[config.mk]
export PLATFORM = sky130hd
export DESIGN_NAME = inst_bundle_queue
export DESIGN_NICKNAME = d
export VERILOG_FILES = /design/src/rtl/inst_bundle_queue.sv
export SDC_FILE = /design/constraint.sdc
export NUM_CORES = 2
export LEC_CHECK = 0
export CAP_MARGIN = 20
export CORE_ASPECT_RATIO = 0.8
export CORE_MARGIN = 5
export CORE_UTILIZATION = 50
export CTS_CLUSTER_SIZE = 40
export DETAILED_ROUTE_END_ITERATION = 6
export PLACE_DENSITY = 0.69
export SYNTH_ARGS = -nofsm -noshare
export SYNTH_HDL_FRONTEND = slang
export SYNTH_SLANG_ARGS = --single-unit
[constraint.sdc]
create_clock -name clk -period 14.3 [get_ports clk]
set_clock_uncertainty 0.2 [all_clocks]
set_input_delay 2.86 -clock clk [delete_from_list [all_inputs] [get_ports clk]]
set_output_delay 2.86 -clock clk [all_outputs]
set_load 0.005 [all_outputs]
[src/rtl/inst_bundle_queue.sv]
// rtl/inst_bundle_queue.sv - multi-lane decoded-bundle FIFO between decode and issue
// Optional producer stall counter is built only when IBQ_STALL_CNT_EN is defined.
module inst_bundle_queue #(
   parameter int LANES    = 2,
   parameter int DEPTH    = 8,
   parameter int BUNDLE_W = 217
) (
   input  logic                      clk,
   input  logic                      rstn,
   input  logic                      flush,
   input  logic [LANES-1:0]          i_valid,
   input  logic [LANES*BUNDLE_W-1:0] i_bundle,
   output logic                      o_in_ready,
   output logic [LANES-1:0]          o_valid,
   output logic [LANES*BUNDLE_W-1:0] o_bundle,
   input  logic [LANES-1:0]          i_pop,
   output logic [$clog2(DEPTH):0]    o_count,
   output logic [31:0]               o_stall_cnt
);
   localparam int PW = $clog2(DEPTH);
   localparam int CW = PW + 1;

   logic [BUNDLE_W-1:0] mem_q [DEPTH];
   logic [PW-1:0]       rd_ptr_q, rd_ptr_d;
   logic [PW-1:0]       wr_ptr_q, wr_ptr_d;
   logic [CW-1:0]       cnt_q, cnt_d;
   logic [CW-1:0]       push_n, pop_n;
   logic [LANES-1:0]    pop_req;
   logic                push_run, pop_run;

   // Ready looks only at registered occupancy, never at same-cycle pops.
   assign o_in_ready = (cnt_q <= CW'(DEPTH - LANES));
   assign o_count    = cnt_q;

   always_comb begin
      o_valid  = '0;
      o_bundle = '0;
      for (int k = 0; k < LANES; k++) begin
         o_valid[k]                       = (cnt_q > CW'(k));
         o_bundle[k*BUNDLE_W +: BUNDLE_W] = mem_q[rd_ptr_q + PW'(k)];
      end
   end

   // Only the leading-ones run of each request vector is honoured.
   always_comb begin
      push_n   = '0;
      pop_n    = '0;
      push_run = o_in_ready;
      pop_run  = 1'b1;
      pop_req  = i_pop & o_valid;
      for (int k = 0; k < LANES; k++) begin
         push_run = push_run & i_valid[k];
         pop_run  = pop_run & pop_req[k];
         if (push_run) push_n = push_n + CW'(1);
         if (pop_run)  pop_n  = pop_n + CW'(1);
      end
   end

   always_comb begin
      rd_ptr_d = rd_ptr_q;
      wr_ptr_d = wr_ptr_q;
      cnt_d    = cnt_q;
      if (flush) begin
         rd_ptr_d = '0;
         wr_ptr_d = '0;
         cnt_d    = '0;
      end else begin
         wr_ptr_d = wr_ptr_q + push_n[PW-1:0];
         rd_ptr_d = rd_ptr_q + pop_n[PW-1:0];
         cnt_d    = cnt_q + push_n - pop_n;
      end
   end

   always_ff @(posedge clk or negedge rstn) begin
      if (!rstn) begin
         rd_ptr_q <= '0;
         wr_ptr_q <= '0;
         cnt_q    <= '0;
      end else begin
         rd_ptr_q <= rd_ptr_d;
         wr_ptr_q <= wr_ptr_d;
         cnt_q    <= cnt_d;
      end
   end

   always_ff @(posedge clk) begin
      if (!flush) begin
         for (int k = 0; k < LANES; k++) begin
            if (CW'(k) < push_n)
               mem_q[wr_ptr_q + PW'(k)] <= i_bundle[k*BUNDLE_W +: BUNDLE_W];
         end
      end
   end

`ifdef IBQ_STALL_CNT_EN
   logic [31:0] stall_q, stall_d;

   always_comb begin
      stall_d = stall_q;
      if (i_valid[0] && !o_in_ready && !flush && (stall_q != 32'hFFFF_FFFF))
         stall_d = stall_q + 32'd1;
   end

   always_ff @(posedge clk or negedge rstn) begin
      if (!rstn) stall_q <= '0;
      else       stall_q <= stall_d;
   end

   assign o_stall_cnt = stall_q;
`else
   assign o_stall_cnt = '0;
`endif

endmodule

==> out/results.md <==
| Parameter | Reported |
|:---|:---|
| Run status | finished, final reports clean |
| Kind of critical path | reg2out |
| Core region area | 206000 sq um |
| Number of nets with antenna violations after routing | 0 |
| Clk sinks | 1746 |
| Post-synthesis instance total | 5347 |
| Power density over the cells | 159 nW/um^2 |
| Hold-fix buffer count after cts | 0 |
| Setup TNS | 0 ns |
| Yosys cell types | 39 |
| Warning count from the yosys run | 0 |
| Max Buffers Root-to-Sink | 3 |
| Drt drc | 0 |
| Mean area per synthesized cell | 19.4 sq um |
| Most frequently used cell type in the post-synthesis netlist | sky130_fd_sc_hd__edfxtp_1 |
| Top post-synthesis cells by count | sky130_fd_sc_hd__edfxtp_1 (1736), sky130_fd_sc_hd__mux2_2 (1130), sky130_fd_sc_hd__mux2_4 (1010) |
| Critical path required time | 11.24 ns |
| Final-report max-slew violation count | 0 |
| TritonCTS clock tree | done |
| Remaining global-route overflow | 0 |
| Router iterations before antenna repair | 5 |
| Number of cells after detailed placement | 8612 |
| Tcrit/Tclk final | 64.5% |
| Clock input transition at the sequential cells of the worst setup and hold paths | 0.06 ns |
| Count of nets after finishing | 6539 |
| Floorplan die height | 418 microns |
| Rel. slew slack | 17.5% |
| Portion of synthesized cell area occupied by the leading cell type | 50.2% |
| Via count of the first global-routing pass | 60140 |
| Largest area contributor in the synthesized netlist | sky130_fd_sc_hd__edfxtp_1 |
| Crit. Startpoint | rd_ptr_q[0]$_DFF_PN0_ |
| Clock period minus worst slack | 9.23 ns |
| Wire length of the first global-routing pass | 446 mm |
| Violation count after the first detailed-route iteration | 5910 |
| Starting utilization of the core area | 50.4% |
| Worst path setup slack after routing | 5.07 ns |
| Total of cells resized after clock tree synthesis | 0 |
| Count of flip-flops with a built-in enable after synthesis | 1736 |
| Flip-flop and latch count after synthesis | 1746 |
| Critical-path maximum fanout | 117 |
| Type of destination of the critical path | output pin |
| Worst VDD drop | 0.238 mV |
| Cell area after synthesis | 104000 sq um |
| Final std cell area, no fill | 120000 sq um |
| CTS root buffer | sky130_fd_sc_hd__clkbuf_16 |
| Placed Instance Area | 114000 sq um |
| Routability congestion estimate | 0.807 |
| Synth area leaders | sky130_fd_sc_hd__edfxtp_1 (50%), sky130_fd_sc_hd__mux4_2 (19%), sky130_fd_sc_hd__mux2_4 (15%), sky130_fd_sc_hd__mux2_2 (12%), sky130_fd_sc_hd__buf_6 (1.3%) |
| Antenna violations before repair | 101 |
| Worst r2r path cells | 8 |
| Wire length reported by the detailed router | 313 mm |
| Sequential element share of the synthesized area | 50.4% |
| Critical Path AT | 6.17 ns |
| Total power draw | 19.2 mW |
| Worst-skew pair later-pin latency | 0.81 ns |
| # H-tree levels | 4 |
| Detail-routed net length per standard cell | 34.6 microns |
| Fillcell total | 15244 |
| Area enclosed by the die boundary | 217000 sq um |
| Sum of net half-perimeters after detailed placement | 186 mm |
| Total CTS buffers | 186 |
| Top-Level Pins | 914 |
| Count of non-filler cells in the finished layout | 9022 |
| Maximum achievable frequency | 0.108 GHz |
| Aggregate global-route resource usage | 28.2% |
| Syn-to-layout area delta | 15.9% |
| Share of cells above drive strength 1 | 54.4% |
| Place WS | 5.72 ns |
| Slack of the worst reg-to-reg path | 9.18 ns |
| Die boundary width | 520 microns |
| Reg2reg start | wr_ptr_q[0]$_DFF_PN0_ |
| RSZ-0062 raised after global routing | false |
| Setup bufs post-CTS | 0 |
| Reported max-cap violation count | 0 |
| Endpoints failing setup | 0 |
| Post-synthesis async set-or-reset flop share | 0.573% |
| End of the worst register-to-register path | mem_q[7][109]$_DFFE_PP_ |
| Final hold violations | 0 |
| Predominant post-synthesis flop cell | sky130_fd_sc_hd__edfxtp_1 |
| Crit path launch type | flop |
| Slew of the pin with the lowest slew margin | 1.24 ns |
| Post-detailed-route via-to-cell ratio | 6.47 |
| DR vias | 58355 |
| P_leak | 42.2 nW |
| Largest net degree at the start of global routing | 143 |
| Kind of path behind the tightest hold check | reg2reg |
| Number of cell rows | 149 |
| End point of the critical path | o_bundle[427] |
| Number of input and output port buffers inserted | 881 |
==> critical path, cell delays in order, from the launching register on <==
cell	delay, ns
sky130_fd_sc_hd__dfrtp_4	0.77
sky130_fd_sc_hd__buf_4	0.80
sky130_fd_sc_hd__buf_12	0.60
sky130_fd_sc_hd__buf_4	0.76
sky130_fd_sc_hd__buf_4	0.81
sky130_fd_sc_hd__mux4_2	0.60
sky130_fd_sc_hd__mux2_2	0.31
sky130_fd_sc_hd__clkdlybuf4s50_1	0.49
==> where the power goes <==
group / internal, mW / switching, mW
Sequential: 5.92 / 0.129
Combinational: 4.67 / 3.78
Clock: 2.64 / 2.06
Total: 13.2 / 5.96
==> how the worst min path moves through the flow <==
stage                                      from                     to  slack, ns  depth (start not counted)
after detailed placement  wr_ptr_q[2]$_DFF_PN0_  wr_ptr_q[2]$_DFF_PN0_       0.59                          2
after floorplan           rd_ptr_q[0]$_DFF_PN0_  rd_ptr_q[0]$_DFF_PN0_       0.41                          2
after global placement    wr_ptr_q[2]$_DFF_PN0_  wr_ptr_q[2]$_DFF_PN0_       0.56                          2
after CTS                 wr_ptr_q[2]$_DFF_PN0_  wr_ptr_q[2]$_DFF_PN0_       0.61                          2
after global routing      wr_ptr_q[2]$_DFF_PN0_  wr_ptr_q[2]$_DFF_PN0_       0.65                          2
final                     wr_ptr_q[2]$_DFF_PN0_  wr_ptr_q[2]$_DFF_PN0_       0.62                          2
==> flip-flops by register name (all words and copies together), names as in the netlist <==
register and flops:
mem_q 1736, wr_ptr_q 3, o_count 4, rd_ptr_q 3
==> routing by layer <==
layer,track usage [%],wire length [microns],vias to the layer above
li1,-,-,24003
met1,37.7,126000,31434
met2,45.5,153000,2392
met3,5.97,22300,492
met4,10.9,11300,34
met5,0,231,-
==> area by class of cell <==
| type | count | area [sq um] | area share [%] |
|---|---|---|---|
| Sequential cell | 1746 | 52400 | 43.5 |
| Clock inverter | 99 | 754 | 0.626 |
| Tap cell | 2718 | 3400 | 2.82 |
| Antenna cell | 66 | 165 | 0.137 |
| Multi-Input combinational cell | 3152 | 48700 | 40.5 |
| Inverter | 11 | 41.3 | 0.0343 |
| Timing Repair Buffer | 987 | 9940 | 8.25 |
| Clock buffer | 243 | 5020 | 4.17 |
==> through the flow <==
stage / util, % / hold WS (ns)
floorplan: - / 0.412
global placement: 55.4 / 0.561
detailed placement: 55.5 / 0.589
CTS: 58.3 / 0.607
global route: 58.3 / 0.654
finish: 58.4 / 0.621
==> placed cells by master, fill, tap and decap left out, types with 5 or more instances in the layout <==
cell type	n
sky130_fd_sc_hd__edfxtp_1	1736
sky130_fd_sc_hd__mux2_2	1130
sky130_fd_sc_hd__mux2_4	1010
sky130_fd_sc_hd__clkdlybuf4s50_1	881
sky130_fd_sc_hd__mux4_2	868
sky130_fd_sc_hd__clkbuf_16	193
sky130_fd_sc_hd__buf_4	80
sky130_fd_sc_hd__diode_2	66
sky130_fd_sc_hd__clkbuf_1	50
sky130_fd_sc_hd__clkinv_1	46
sky130_fd_sc_hd__conb_1	32
sky130_fd_sc_hd__clkinv_2	32
sky130_fd_sc_hd__mux2_1	30
sky130_fd_sc_hd__buf_12	23
sky130_fd_sc_hd__inv_1	10
sky130_fd_sc_hd__bufinv_16	10
sky130_fd_sc_hd__ha_1	9
sky130_fd_sc_hd__nand3_4	8
sky130_fd_sc_hd__nor2_4	8
sky130_fd_sc_hd__dfrtp_1	7
sky130_fd_sc_hd__nor2b_1	6
sky130_fd_sc_hd__nor3_1	5
sky130_fd_sc_hd__nor2_1	5
==> kinds of logic after synthesis <==
group	synth area share, %
muxes	46.0
DFF	50.4
buffers and inverters	3.00
and+or+nand+nor	0.273
adders and majority gates	0.197
AOI/OAI and AO/OA	0.0770
xor gates and xnor gates	0.0686
other	0.00361
No activity file was read; power rests on OpenSTA's default activity.
